## src/rtl/cp0_unit_pkg.sv

```systemverilog
// rtl/cp0_unit_pkg.sv - CP0 operation encodings, register indices and bit positions
package cp0_unit_pkg;

  typedef enum logic [1:0] {
    EXE_CP0_NONE  = 2'd0,
    EXE_CP0_STORE = 2'd1,
    EXE_CP0_ERET  = 2'd2,
    EXE_CP0_RSVD  = 2'd3
  } cp0_oper_e;

  typedef enum logic {
    CP0_RUN     = 1'b0,
    CP0_HANDLER = 1'b1
  } cp0_state_e;

  localparam logic [4:0] CP0_IDX_COUNT   = 5'd9;
  localparam logic [4:0] CP0_IDX_COMPARE = 5'd11;
  localparam logic [4:0] CP0_IDX_STATUS  = 5'd12;
  localparam logic [4:0] CP0_IDX_CAUSE   = 5'd13;
  localparam logic [4:0] CP0_IDX_EPC     = 5'd14;

  localparam int STATUS_IE      = 0;
  localparam int STATUS_EXL     = 1;
  localparam int CAUSE_IP_EXT   = 8;
  localparam int CAUSE_IP_TIMER = 15;

  localparam logic [31:0] CP0_EXC_HANDLER_DEFAULT = 32'h0000_0008;

endpackage

```

## src/rtl/cp0_unit_if.sv

```systemverilog
// rtl/cp0_unit_if.sv - pipeline-to-CP0 operation and redirect bundle
interface cp0_unit_if;

  logic        en;
  logic [1:0]  oper;
  logic [4:0]  addr_w;
  logic [31:0] data_w;
  logic [4:0]  addr_r;
  logic [31:0] data_r;
  logic [31:0] ret_addr;
  logic        jump_en;
  logic [31:0] jump_addr;

  // Pipeline side: issues operations, consumes read data and redirects
  modport master (
    output en, oper, addr_w, data_w, addr_r, ret_addr,
    input  data_r, jump_en, jump_addr
  );

  // CP0 side
  modport slave (
    input  en, oper, addr_w, data_w, addr_r, ret_addr,
    output data_r, jump_en, jump_addr
  );

endinterface

```

## src/rtl/cp0_unit_irq_sync.sv

```systemverilog
// rtl/cp0_unit_irq_sync.sv - two-flop synchronizer with rising-edge detect for the external interrupt
module irq_sync (
  input  logic clk_i,
  input  logic rst_n_i,
  input  logic irq_i,
  output logic rise_o
);

  logic sync1_q;
  logic sync2_q;
  logic prev_q;

  // Synchronize the asynchronous level and keep one stage of history for edge detect
  always_ff @(posedge clk_i or negedge rst_n_i) begin
    if (!rst_n_i) begin
      sync1_q <= 1'b0;
      sync2_q <= 1'b0;
      prev_q  <= 1'b0;
    end else begin
      sync1_q <= irq_i;
      sync2_q <= sync1_q;
      prev_q  <= sync2_q;
    end
  end

  assign rise_o = sync2_q & ~prev_q;

endmodule

```

## src/rtl/cp0_unit.sv

```systemverilog
// rtl/cp0_unit.sv - CP0 responder: STATUS/CAUSE/EPC, interrupt entry and ERET redirect; CP0_COUNT_EN adds COUNT/COMPARE
module cp0_unit
  import cp0_unit_pkg::*;
#(
  parameter logic [31:0] EXC_HANDLER = CP0_EXC_HANDLER_DEFAULT
) (
  input  logic     clk_i,
  input  logic     rst_n_i,
  input  logic     ir_in_i,
  cp0_unit_if.slave cp0
);

  cp0_state_e  state_q;
  logic        ie_q;
  logic [31:0] epc_q;
  logic        ip_ext_q;
  logic        ip_timer;
  logic        jump_en_q;
  logic [31:0] jump_addr_q;

  logic        exl;
  logic        ir_rise;
  logic        is_store;
  logic        is_eret;
  logic        take;
  logic        wr_status;
  logic        wr_epc;
  logic [31:0] rdata;

  irq_sync u_irq_sync (
    .clk_i  (clk_i),
    .rst_n_i(rst_n_i),
    .irq_i  (ir_in_i),
    .rise_o (ir_rise)
  );

  assign exl = (state_q == CP0_HANDLER);

  // Decode the operation in EXE; ERET is blocked while a redirect is still outstanding
  always_comb begin
    is_store  = cp0.en && (cp0.oper == EXE_CP0_STORE);
    is_eret   = cp0.en && (cp0.oper == EXE_CP0_ERET) && !jump_en_q;
    take      = cp0.en && (ip_ext_q || ip_timer) && ie_q && !exl && !jump_en_q &&
                (cp0.oper != EXE_CP0_ERET);
    wr_status = is_store && (cp0.addr_w == CP0_IDX_STATUS);
    wr_epc    = is_store && (cp0.addr_w == CP0_IDX_EPC);
  end

  // External pending bit: a fresh edge wins over the clear from a simultaneous entry
  always_ff @(posedge clk_i or negedge rst_n_i) begin
    if (!rst_n_i) begin
      ip_ext_q <= 1'b0;
    end else if (ir_rise) begin
      ip_ext_q <= 1'b1;
    end else if (take) begin
      ip_ext_q <= 1'b0;
    end
  end

  // EXL state machine with architectural registers and the registered redirect
  always_ff @(posedge clk_i or negedge rst_n_i) begin
    if (!rst_n_i) begin
      state_q     <= CP0_RUN;
      ie_q        <= 1'b0;
      epc_q       <= '0;
      jump_en_q   <= 1'b0;
      jump_addr_q <= '0;
    end else if (cp0.en) begin
      jump_en_q <= take | is_eret;
      if (wr_status) ie_q <= cp0.data_w[STATUS_IE];
      if (wr_epc) epc_q <= cp0.data_w;
      case (state_q)
        CP0_RUN: begin
          if (take) begin
            // Entry capture is assigned last so it overrides an MTC0 to EPC
            state_q     <= CP0_HANDLER;
            epc_q       <= cp0.ret_addr;
            jump_addr_q <= EXC_HANDLER;
          end else if (is_eret) begin
            jump_addr_q <= epc_q;
          end else if (wr_status && cp0.data_w[STATUS_EXL]) begin
            state_q <= CP0_HANDLER;
          end
        end
        CP0_HANDLER: begin
          if (is_eret) begin
            state_q     <= CP0_RUN;
            jump_addr_q <= epc_q;
          end else if (wr_status && !cp0.data_w[STATUS_EXL]) begin
            state_q <= CP0_RUN;
          end
        end
        default: state_q <= CP0_RUN;
      endcase
    end
  end

`ifdef CP0_COUNT_EN
  logic [31:0] count_q;
  logic [31:0] compare_q;
  logic        ip_timer_q;
  logic        wr_count;
  logic        wr_compare;

  assign wr_count   = is_store && (cp0.addr_w == CP0_IDX_COUNT);
  assign wr_compare = is_store && (cp0.addr_w == CP0_IDX_COMPARE);

  // Free-running counter, compare register and timer pending bit; runs regardless of en
  always_ff @(posedge clk_i or negedge rst_n_i) begin
    if (!rst_n_i) begin
      count_q    <= '0;
      compare_q  <= 32'hFFFF_FFFF;
      ip_timer_q <= 1'b0;
    end else begin
      count_q <= wr_count ? cp0.data_w : count_q + 32'd1;
      if (wr_compare) begin
        compare_q  <= cp0.data_w;
        ip_timer_q <= 1'b0;
      end else if (count_q == compare_q) begin
        ip_timer_q <= 1'b1;
      end
    end
  end

  assign ip_timer = ip_timer_q;
`else
  assign ip_timer = 1'b0;
`endif

  // MFC0 read mux straight from the current register values
  always_comb begin
    rdata = '0;
    case (cp0.addr_r)
      CP0_IDX_STATUS: begin
        rdata[STATUS_IE]  = ie_q;
        rdata[STATUS_EXL] = exl;
      end
      CP0_IDX_CAUSE: begin
        rdata[CAUSE_IP_EXT]   = ip_ext_q;
        rdata[CAUSE_IP_TIMER] = ip_timer;
      end
      CP0_IDX_EPC: rdata = epc_q;
`ifdef CP0_COUNT_EN
      CP0_IDX_COUNT:   rdata = count_q;
      CP0_IDX_COMPARE: rdata = compare_q;
`endif
      default: rdata = '0;
    endcase
  end

  assign cp0.data_r    = rdata;
  assign cp0.jump_en   = jump_en_q;
  assign cp0.jump_addr = jump_addr_q;

endmodule

```

## src/flat_wrapper.sv

```systemverilog
// flat-port wrapper written by rule: the top's interface ports become plain ports
module cp0_unit_flat import cp0_unit_pkg::*;
#(
  parameter logic [31:0] EXC_HANDLER = CP0_EXC_HANDLER_DEFAULT
)
  (clk_i, rst_n_i, ir_in_i, cp0_en, cp0_oper, cp0_addr_w, cp0_data_w, cp0_addr_r, cp0_ret_addr, cp0_data_r, cp0_jump_en, cp0_jump_addr);
  cp0_unit_if cp0_i ();
  input  logic clk_i;
  input  logic rst_n_i;
  input  logic ir_in_i;
  input wire logic [$bits(cp0_i.en)-1:0] cp0_en;
  input wire logic [$bits(cp0_i.oper)-1:0] cp0_oper;
  input wire logic [$bits(cp0_i.addr_w)-1:0] cp0_addr_w;
  input wire logic [$bits(cp0_i.data_w)-1:0] cp0_data_w;
  input wire logic [$bits(cp0_i.addr_r)-1:0] cp0_addr_r;
  input wire logic [$bits(cp0_i.ret_addr)-1:0] cp0_ret_addr;
  output wire logic [$bits(cp0_i.data_r)-1:0] cp0_data_r;
  output wire logic [$bits(cp0_i.jump_en)-1:0] cp0_jump_en;
  output wire logic [$bits(cp0_i.jump_addr)-1:0] cp0_jump_addr;
  assign cp0_i.en = cp0_en;
  assign cp0_i.oper = cp0_oper;
  assign cp0_i.addr_w = cp0_addr_w;
  assign cp0_i.data_w = cp0_data_w;
  assign cp0_i.addr_r = cp0_addr_r;
  assign cp0_i.ret_addr = cp0_ret_addr;
  assign cp0_data_r = cp0_i.data_r;
  assign cp0_jump_en = cp0_i.jump_en;
  assign cp0_jump_addr = cp0_i.jump_addr;
  cp0_unit #(.EXC_HANDLER(EXC_HANDLER)) u_core (.clk_i(clk_i), .rst_n_i(rst_n_i), .ir_in_i(ir_in_i), .cp0(cp0_i));
endmodule
```

## config.mk

```make
export PLATFORM = sky130hd
export DESIGN_NAME = cp0_unit_flat
export DESIGN_NICKNAME = d
export VERILOG_FILES = /design/src/rtl/cp0_unit_pkg.sv /design/src/rtl/cp0_unit_if.sv /design/src/rtl/cp0_unit_irq_sync.sv /design/src/rtl/cp0_unit.sv /design/src/flat_wrapper.sv
export SDC_FILE = /design/constraint.sdc
export NUM_CORES = 1
export LEC_CHECK = 0
export BUFFER_PORTS_ARGS = -buffer_cell sky130_fd_sc_hd__buf_2
export CORE_MARGIN = 3
export CORE_UTILIZATION = 30
export CTS_CLUSTER_DIAMETER = 120
export CTS_CLUSTER_SIZE = 16
export DETAILED_ROUTE_END_ITERATION = 12
export GPL_ROUTABILITY_DRIVEN = 0
export GPL_TIMING_DRIVEN = 0
export PLACE_DENSITY = 0.67
export SLEW_MARGIN = 20
export SYNTH_ARGS = -nofsm -noshare
export SYNTH_HDL_FRONTEND = slang
export SYNTH_SLANG_ARGS = --single-unit
export TNS_END_PERCENT = 1
```

## constraint.sdc

```tcl
create_clock -name clk_i -period 3.2 [get_ports clk_i]
set_input_delay 0.96 -clock clk_i [delete_from_list [all_inputs] [get_ports clk_i]]
set_output_delay 0.96 -clock clk_i [all_outputs]
set_load 0.02 [all_outputs]
```

; Yosys cells after proc, flatten, opt, wreduce, memory -nomap -nowiden
; Cells that the tools add are included.
[word_totals]
ff_bits = 71
latchBits = 0
ram_bits = 0
rom_bits = 0
inputBits = 80
elab_cells = 58
mem_count = 0
[classes]
add_sub_neg = 0
multipliers = 0
n_div = 0
n_lt_le_gt_ge = 0
eq_ne = 8
shifts = 0
mux = 20
n_bitwise = 4
reduce_logical = 17
[op_table]
columns = op, count
row1 = $mux 32, 5
row2 = $pmux 32 s2, 1
row3 = $eq 5x4->1 const B, 5
row4 = $mux 16, 1
row5 = $logic_and 1x1->1, 12
row6 = $mux 6, 2
row7 = $mux 1, 8
row8 = $pmux 1 s2, 2
row9 = $pmux 2 s2, 1
row10 = $logic_not 1->1, 3
row11 = $eq 2x1->1 const B, 1
row12 = $eq 2x2->1 const B, 1
row13 = $ne 2x2->1 const B, 1
row14 = $not 1->1, 2
row15 = $reduce_and 2->1, 1
row16 = $reduce_bool 2->1, 1
row17 = $and 1x1->1, 1
row18 = $or 1x1->1, 1

; Logic depth before layout (Yosys ltp)
; Gate-level depths: netlist (run 1).
[logic_depth]
depth_word = 8
mapped_depth = 7
mapped_depth_nobuf = 4

; Cells and area by module
; Synthesis (run 1) repeated with hierarchy kept, for this count alone.
[unflattened]
cells_unflattened = 275
area_unflattened_um2 = 3458.3
[modules_own_cells]
columns = module, n_inst, cells_per_inst, area_per_inst_um2
row1 = cp0_unit, 1, 271, 3369.5
row2 = irq_sync, 1, 4, 88.8

; Worst setup path before layout (run 1)
; No wires, ideal clock.
[synth_path]
path_type = input-to-output
startpoint = input port cp0_addr_r[4]
endpoint = output port cp0_data_r[10]
t_arrival_ns = 2.185
required_ns = 2.240
path_slack_ns = 0.055
stages = 6
n_path_buf = 2
cell_sequence = nand3b_1 > or2_2 > nor2_1 > clkbuf_1 > clkbuf_1 > and2_1
[synth_via]
elab_chain_cells = 2
[synth_lines]
columns = item, line_no
row1 = start: declaration, flat_wrapper.sv:15  ; input wire logic [$bits(cp0_i.addr_r)-1:0] cp0_addr_r;
row2 = $eq 5x4->1, cp0_unit.sv:133  ; case (cp0.addr_r)
row3 = $mux 6, cp0_unit.sv:133
row4 = end: declaration, flat_wrapper.sv:17  ; output wire logic [$bits(cp0_i.data_r)-1:0] cp0_data_r;
; Every way passes these cells.

; Final worst setup path (run 1)
[layout_path]
startpoint = input port cp0_addr_r[4]
endpoint = output port cp0_data_r[17]
[layout_via]
elab_chain_cells = 2
[layout_lines]
columns = item, line_no
row1 = $eq 5x4->1, cp0_unit.sv:133
row2 = $mux 16, cp0_unit.sv:133
; Every way passes these cells.

==> impl_metrics.ini, run 1 <==
[routing]
drc = 0
num_vias = 3082
drt_iter0_drc = 115
wl_microns = 10600
postRouteAntennaNets = 0
wl_per_cell_microns = 17.0
drt-pass1-iter-count = 4
via_per_inst = 4.96

[layout]
final_cell_count_no_fill = 621
layout_common_cells = buf_2, dfrtp_1, nand2_1
syn_to_final_growth_pct = 36.6
layout_commonest_cell = buf_2
nFillCells = 1049
design_area_sq_mm = 0.00455
antenna_cells = 0
drive_gt1_share_pct = 43.9
final_net_count = 560

[timing]
fin_hold_ws_ns = 0.355
max_freq_mhz = 319
setup_viol = 0
relSlewSlack_pct = 52.6
fin_crit_sh_pct = 97.9
rsz0062_at_grt = yes
hold_viol_final = 0
drv_slew = 0
fin_skew_ns = 0.0103
final.min_clock_period_ns = 3.13
tightestPinTransition_ns = 0.704
fin_setup_tns_ns = 0

[setup_path]
crit_type = input port to primary output
crit_fanout = 7
crit_path_cell_trace = buf_2 > nand3b_1 > or2_4 > nor2_4 > clkbuf_8 > buf_4 > and2_1 > buf_2
end_kind = primary output
cp_slowest_cell = or2_4
cpMostUsedCell = buf_2
r2r_start = u_core.cp0.jump_en
r2r_setup_slack_ns = 1.12
critical-path-top-delay-family = simple AND/OR/NAND/NOR gates
slowest_delay_ns = 0.27
arrival_ns = 2.17
r2r-end = u_core.epc_q[7]
critPathBufInv = 4
worstPathRequired_ns = 2.24
reg2reg_depth = 5
start_kind = input port

[synthesis]
ys_async_sr_fraction_pct = 100
syn_area_sq_mm = 0.00333
synth_cell_types = 30
synth_edf_count = 0
ys.flop_type = dfrtp_1
yosysSeqAreaShare_pct = 53.3
netlist_instances = 322
synth_top_area_share_pct = 53.3
synthesis.nets = 402
yosys_warnings = 0
ys_ff_latch = 71
synth.avg_cell_area_sq_um = 10.3
synthTopCellsByArea = dfrtp_1, o221a_2, nand2_1
yosys.area.top_type = dfrtp_1

[power_and_ir_drop]
p_int_uw = 2280
power.share.combinational_pct = 32.2
power_density_mw_per_mm2 = 757
pwr-share-clk_pct = 23.2
peakVddDrop_mv = 0.304
finalPower_uw = 3440
p_switching_uw = 1160
p_seq_share_pct = 44.6
switching_share_pct = 33.8
leakage_uw = 0.00227

[global_routing]
antenna_found_initial = 0
grt_pass1_vias = 3203
grt_pass1_wl_microns = 16900
grt_max_degree = 40
track_usage_pct = 17.2
gr-total-overflow = 0

[clock_network]
worstSkewPairLatency_ns = 0.34
cts_hold_buf = 0
cts_htree_levels = 3
cts_inserted_buffers = 9
clkSinkCount = 71
clk_pin_slew_ns = 0.08
clockRootBuffer = clkbuf_8
cts.path.max_buffers = 2
cts_tree = done

[floorplanning]
dieWidth_microns = 111
ios = 145
start_util_pct = 31.6
die_h_microns = 111
placementRows = 37
die-area_sq_mm = 0.0124
core_area_sq_mm = 0.0106

[placement]
dp_hpwl_microns = 7810
place_inst = 603
dpl-instance-area_sq_mm = 0.00425
io_buffers = 144

[job]
cap_violations = 0

[min_path]
min-delay-start = u_core.u_irq_sync.sync1_q
min_to = u_core.u_irq_sync.sync2_q
hp-class = flop to flop
holdPathStages = 0

[run_status]
outcome = finished, final reports clean
[worst reg2reg max path: stages (launching register included)]
cell and delay (ns):
dfrtp_1 0.41, nand2b_1 0.18, nor4_2 0.61, clkbuf_1 0.47
or3_1 0.19, o221a_2 0.17
[synth_stat cells (2+ instances only)]
| cell type | n |
|---|---|
| nand2_1 | 68 |
| clkbuf_1 | 11 |
| nand3b_1 | 3 |
| mux2i_1 | 3 |
| o221a_1 | 7 |
| a21oi_1 | 2 |
| nor2_1 | 5 |
| dfrtp_1 | 71 |
| o21ai_0 | 27 |
| and2_1 | 29 |
| buf_6 | 11 |
| or3_1 | 31 |
| o221a_2 | 24 |
| inv_1 | 3 |
| nor3_1 | 2 |
| buf_2 | 5 |
| o21ai_1 | 7 |
[logic make-up (layout without fill, tap and decap cells)]
group	after synthesis	count (layout)	share of synthesized area (%)
flip-flops	71	71	53.3
multiplexers	4	4	1.24
AO/OA/AOI/OAI	69	69	16.3
buffers and inverters	30	193	6.05
AND/OR/NAND/NOR	148	148	23.1
[metrics by stage]
| step | utilization [%] | worst slack (ns) |
|---|---|---|
| floorplan | - | 0.0552 |
| global placement | 40.0 | -0.691 |
| detailed placement | 40.2 | -0.726 |
| CTS | 42.8 | 0.0471 |
| global route | 43.1 | -0.0106 |
| finish | 43.1 | 0.0672 |
[state kept, by name, indices dropped and copies added, names as in the netlist]
register,flops
u_core.cp0.jump_addr,32
u_core.cp0.jump_en,1
u_core.epc_q,32
u_core.exl,1
u_core.ie_q,1
u_core.ip_ext_q,1
u_core.u_irq_sync.prev_q,1
u_core.u_irq_sync.sync1_q,1
u_core.u_irq_sync.sync2_q,1
[worst max-delay path by stage]
| stage | start | endpoint | slack, ns | cells past startpoint |
|---|---|---|---|---|
| finish | cp0_addr_r[4] | cp0_data_r[17] | 0.07 | 8 |
| floorplan | cp0_addr_r[4] | cp0_data_r[10] | 0.06 | 6 |
| global route | cp0_addr_r[4] | cp0_data_r[13] | -0.01 | 8 |
| detailed placement | cp0_addr_r[4] | cp0_data_r[3] | -0.73 | 8 |
| CTS | cp0_addr_r[4] | cp0_data_r[4] | 0.05 | 8 |
| global placement | cp0_addr_r[4] | cp0_data_r[3] | -0.69 | 8 |
[cell type report]
class	count	area, sq um	share of cell area (%)
Clock buffer	11	141	3.11
Inverter	3	11.3	0.247
Buffer	27	214	4.70
Clock inverter	5	81.3	1.79
Multi-Input combinational cell	221	1370	30.0
Sequential cell	71	1780	39.0
Timing Repair Buffer	147	791	17.4
Tap cell	136	170	3.74
[power groups by stage]
stage	logic (uW)	clock network, uW	registers [uW]
global route	1220	865	1580
global placement	1090	0	1540
detailed placement	1110	0	1550
finish	1110	798	1540
CTS	1120	823	1540
floorplan	542	0	1690
[repair_timing]
| item | 4_1_cts | 5_1_grt |
|---|---|---|
| resized for setup | 12 | 13 |
| pin swaps | 0 | 0 |
| buffers inserted | 2 | 0 |
| setup endpoints to repair | 29 | 13 |
[metal layers]
layer / routed length (microns) / GRT usage (%) / up-vias
met2: 5070 / 28.7 / 118
met5: 0 / 0 / -
met4: 114 / 4.70 / 0
li1: - / - / 1449
met1: 4660 / 22.1 / 1503
met3: 732 / 4.46 / 12
No activity file was read; power rests on OpenSTA's default activity.
==> run 2: changes to the inputs <==
PLACE_DENSITY = unset   (was 0.67)
SLEW_MARGIN = unset   (was 20)
==> run 2 against run 1 <==
Die area unchanged. Sequential power about the same. Register-to-register slack better by 0.03 ns. Via count down 1.3%. Sequential share of layout area up 0.69 points. Critical path depth unchanged. Largest cell class unchanged.
==> impl_metrics.ini, run 2 (synthesis gave the netlist of run 1 again) <==
[run_status]
outcome = finished, final reports clean

[layout]
design_area_sq_mm = 0.00447
layout_commonest_cell = buf_2
antenna_cells = 0
nFillCells = 1072
final_cell_count_no_fill = 619
regArea_sq_mm = 0.00178
syn_to_final_growth_pct = 34.2
drive_gt1_share_pct = 43.3
layout_common_cells = buf_2, dfrtp_1, nand2_1
multi_input_area_sq_mm = 0.00137
final_net_count = 559
fin_util_pct = 42.4

[clock_network]
cts_tree = done
clockRootBuffer = clkbuf_8
clkSinkCount = 71
cts_inserted_buffers = 9
worstSkewPairLatency_ns = 0.35
clk_pin_slew_ns = 0.06
cts_htree_levels = 3
cts.path.max_buffers = 2

[timing]
tightestPinTransition_ns = 0.934
hold_viol_final = 0
drv_slew = 0
final.min_clock_period_ns = 3.14
setup_viol = 0
fin_crit_sh_pct = 98.1
max_freq_mhz = 318
fin_ws_ns = 0.0593
fin_skew_ns = 0.0104
relSlewSlack_pct = 37.7
rsz0062_at_grt = no

[floorplanning]
core_area_sq_mm = 0.0106
ios = 145
start_util_pct = 31.6
placementRows = 37
die-area_sq_mm = 0.0124
dieWidth_microns = 111
die_h_microns = 111

[power_and_ir_drop]
leakage_uw = 0.00224
finalPower_uw = 3290
p_switching_uw = 1130
p_int_uw = 2160
switching_share_pct = 34.4
p_seq_share_pct = 46.3
power_density_mw_per_mm2 = 736
peakVddDrop_mv = 0.313
pwr-share-clk_pct = 20.1
power.share.combinational_pct = 33.6

[setup_path]
arrival_ns = 2.18
crit_type = input port to primary output
r2r_start = u_core.cp0.jump_en
worstPathRequired_ns = 2.24
reg2reg_depth = 5
r2r_setup_slack_ns = 1.15
end_kind = primary output
start_kind = input port
r2r-end = u_core.epc_q[0]
crit_fanout = 10

[global_routing]
gr-total-overflow = 0
grt_pass1_wl_microns = 16700
track_usage_pct = 17.1
grt_pass1_vias = 3099
antenna_found_initial = 1
grt_max_degree = 72

[placement]
io_buffers = 144
place_inst = 602
dp_slack_ns = -0.655
dp_hpwl_microns = 7730
dpl-instance-area_sq_mm = 0.00423

[job]
cap_violations = 0

[routing]
drt_iter0_drc = 161
drc = 0
via_per_inst = 4.91
postRouteAntennaNets = 0
wl_per_cell_microns = 17.3
drt-pass1-iter-count = 4
wl_microns = 10700
num_vias = 3042

[min_path]
hp-class = flop to flop
min-delay-start = u_core.u_irq_sync.sync1_q
holdPathStages = 0
min_to = u_core.u_irq_sync.sync2_q
## run 2: cell types whose count changed in the layout (fill, tap and decap cells not counted), sizes merged
cell      delta
buf          -1
clkinvlp     -1
clkinv       -2
bufinv       -2
clkbuf       +4
## run 2: how the worst max path moves through the flow
stage	start	to	slack, ns	cells past startpoint
2_1_floorplan	cp0_addr_r[4]	cp0_data_r[10]	0.06	6
4_1_cts	cp0_addr_r[4]	cp0_data_r[3]	0.05	8
3_3_place_gp	cp0_addr_r[4]	cp0_data_r[3]	-0.60	8
5_1_grt	cp0_addr_r[4]	cp0_data_r[5]	0.003	8
6_report	cp0_addr_r[4]	cp0_data_r[5]	0.06	8
3_5_place_dp	cp0_addr_r[4]	cp0_data_r[11]	-0.65	8
## run 2: metrics by stage
step | TNS, ns | hold slack [ns]
floorplan | 0 | 0.331
global placement | -9.68 | 0.333
detailed placement | -10.83 | 0.339
CTS | 0 | 0.354
global route | 0 | 0.368
finish | 0 | 0.353
## run 2: metal layers
layer | vias up | part of all wire, % | global-route usage [%]
met2 | 113 | 47 | 27.9
met1 | 1470 | 44 | 22.0
met4 | 2 | 1.1 | 4.70
met3 | 12 | 7.7 | 5.27
met5 | - | 0.12 | 0
li1 | 1445 | - | -
## run 2: area by class of cell
cell class	instances	area share, %
multi-input cells	221	30.5
plain buffers	27	4.78
clock buffers	15	3.94
repair buffers	146	17.0
flip-flops and latches	71	39.7
inverters	3	0.252
well taps	136	3.80
## run 2: power groups by stage
stage / sequential, uW / clock [uW] / combinational, uW
floorplan: 1690 / 0 / 542
global placement: 1530 / 0 / 1090
detailed placement: 1540 / 0 / 1100
CTS: 1530 / 689 / 1120
global route: 1580 / 716 / 1210
finish: 1530 / 662 / 1110
## run 2: timing repair
item,in CTS,in global routing
gates resized for setup,13,2
hold buffers,0,0
endpoints found under the setup margin,29,8
buffers inserted,1,1
pin swaps,0,0
## run 2: worst max-delay path: stages
cell and delay (ns):
buf_2 0.09, nand3b_1 0.17, or2_4 0.27, nor2_4 0.10
clkbuf_8 0.14, clkbuf_8 0.15, and2_1 0.13, buf_2 0.16
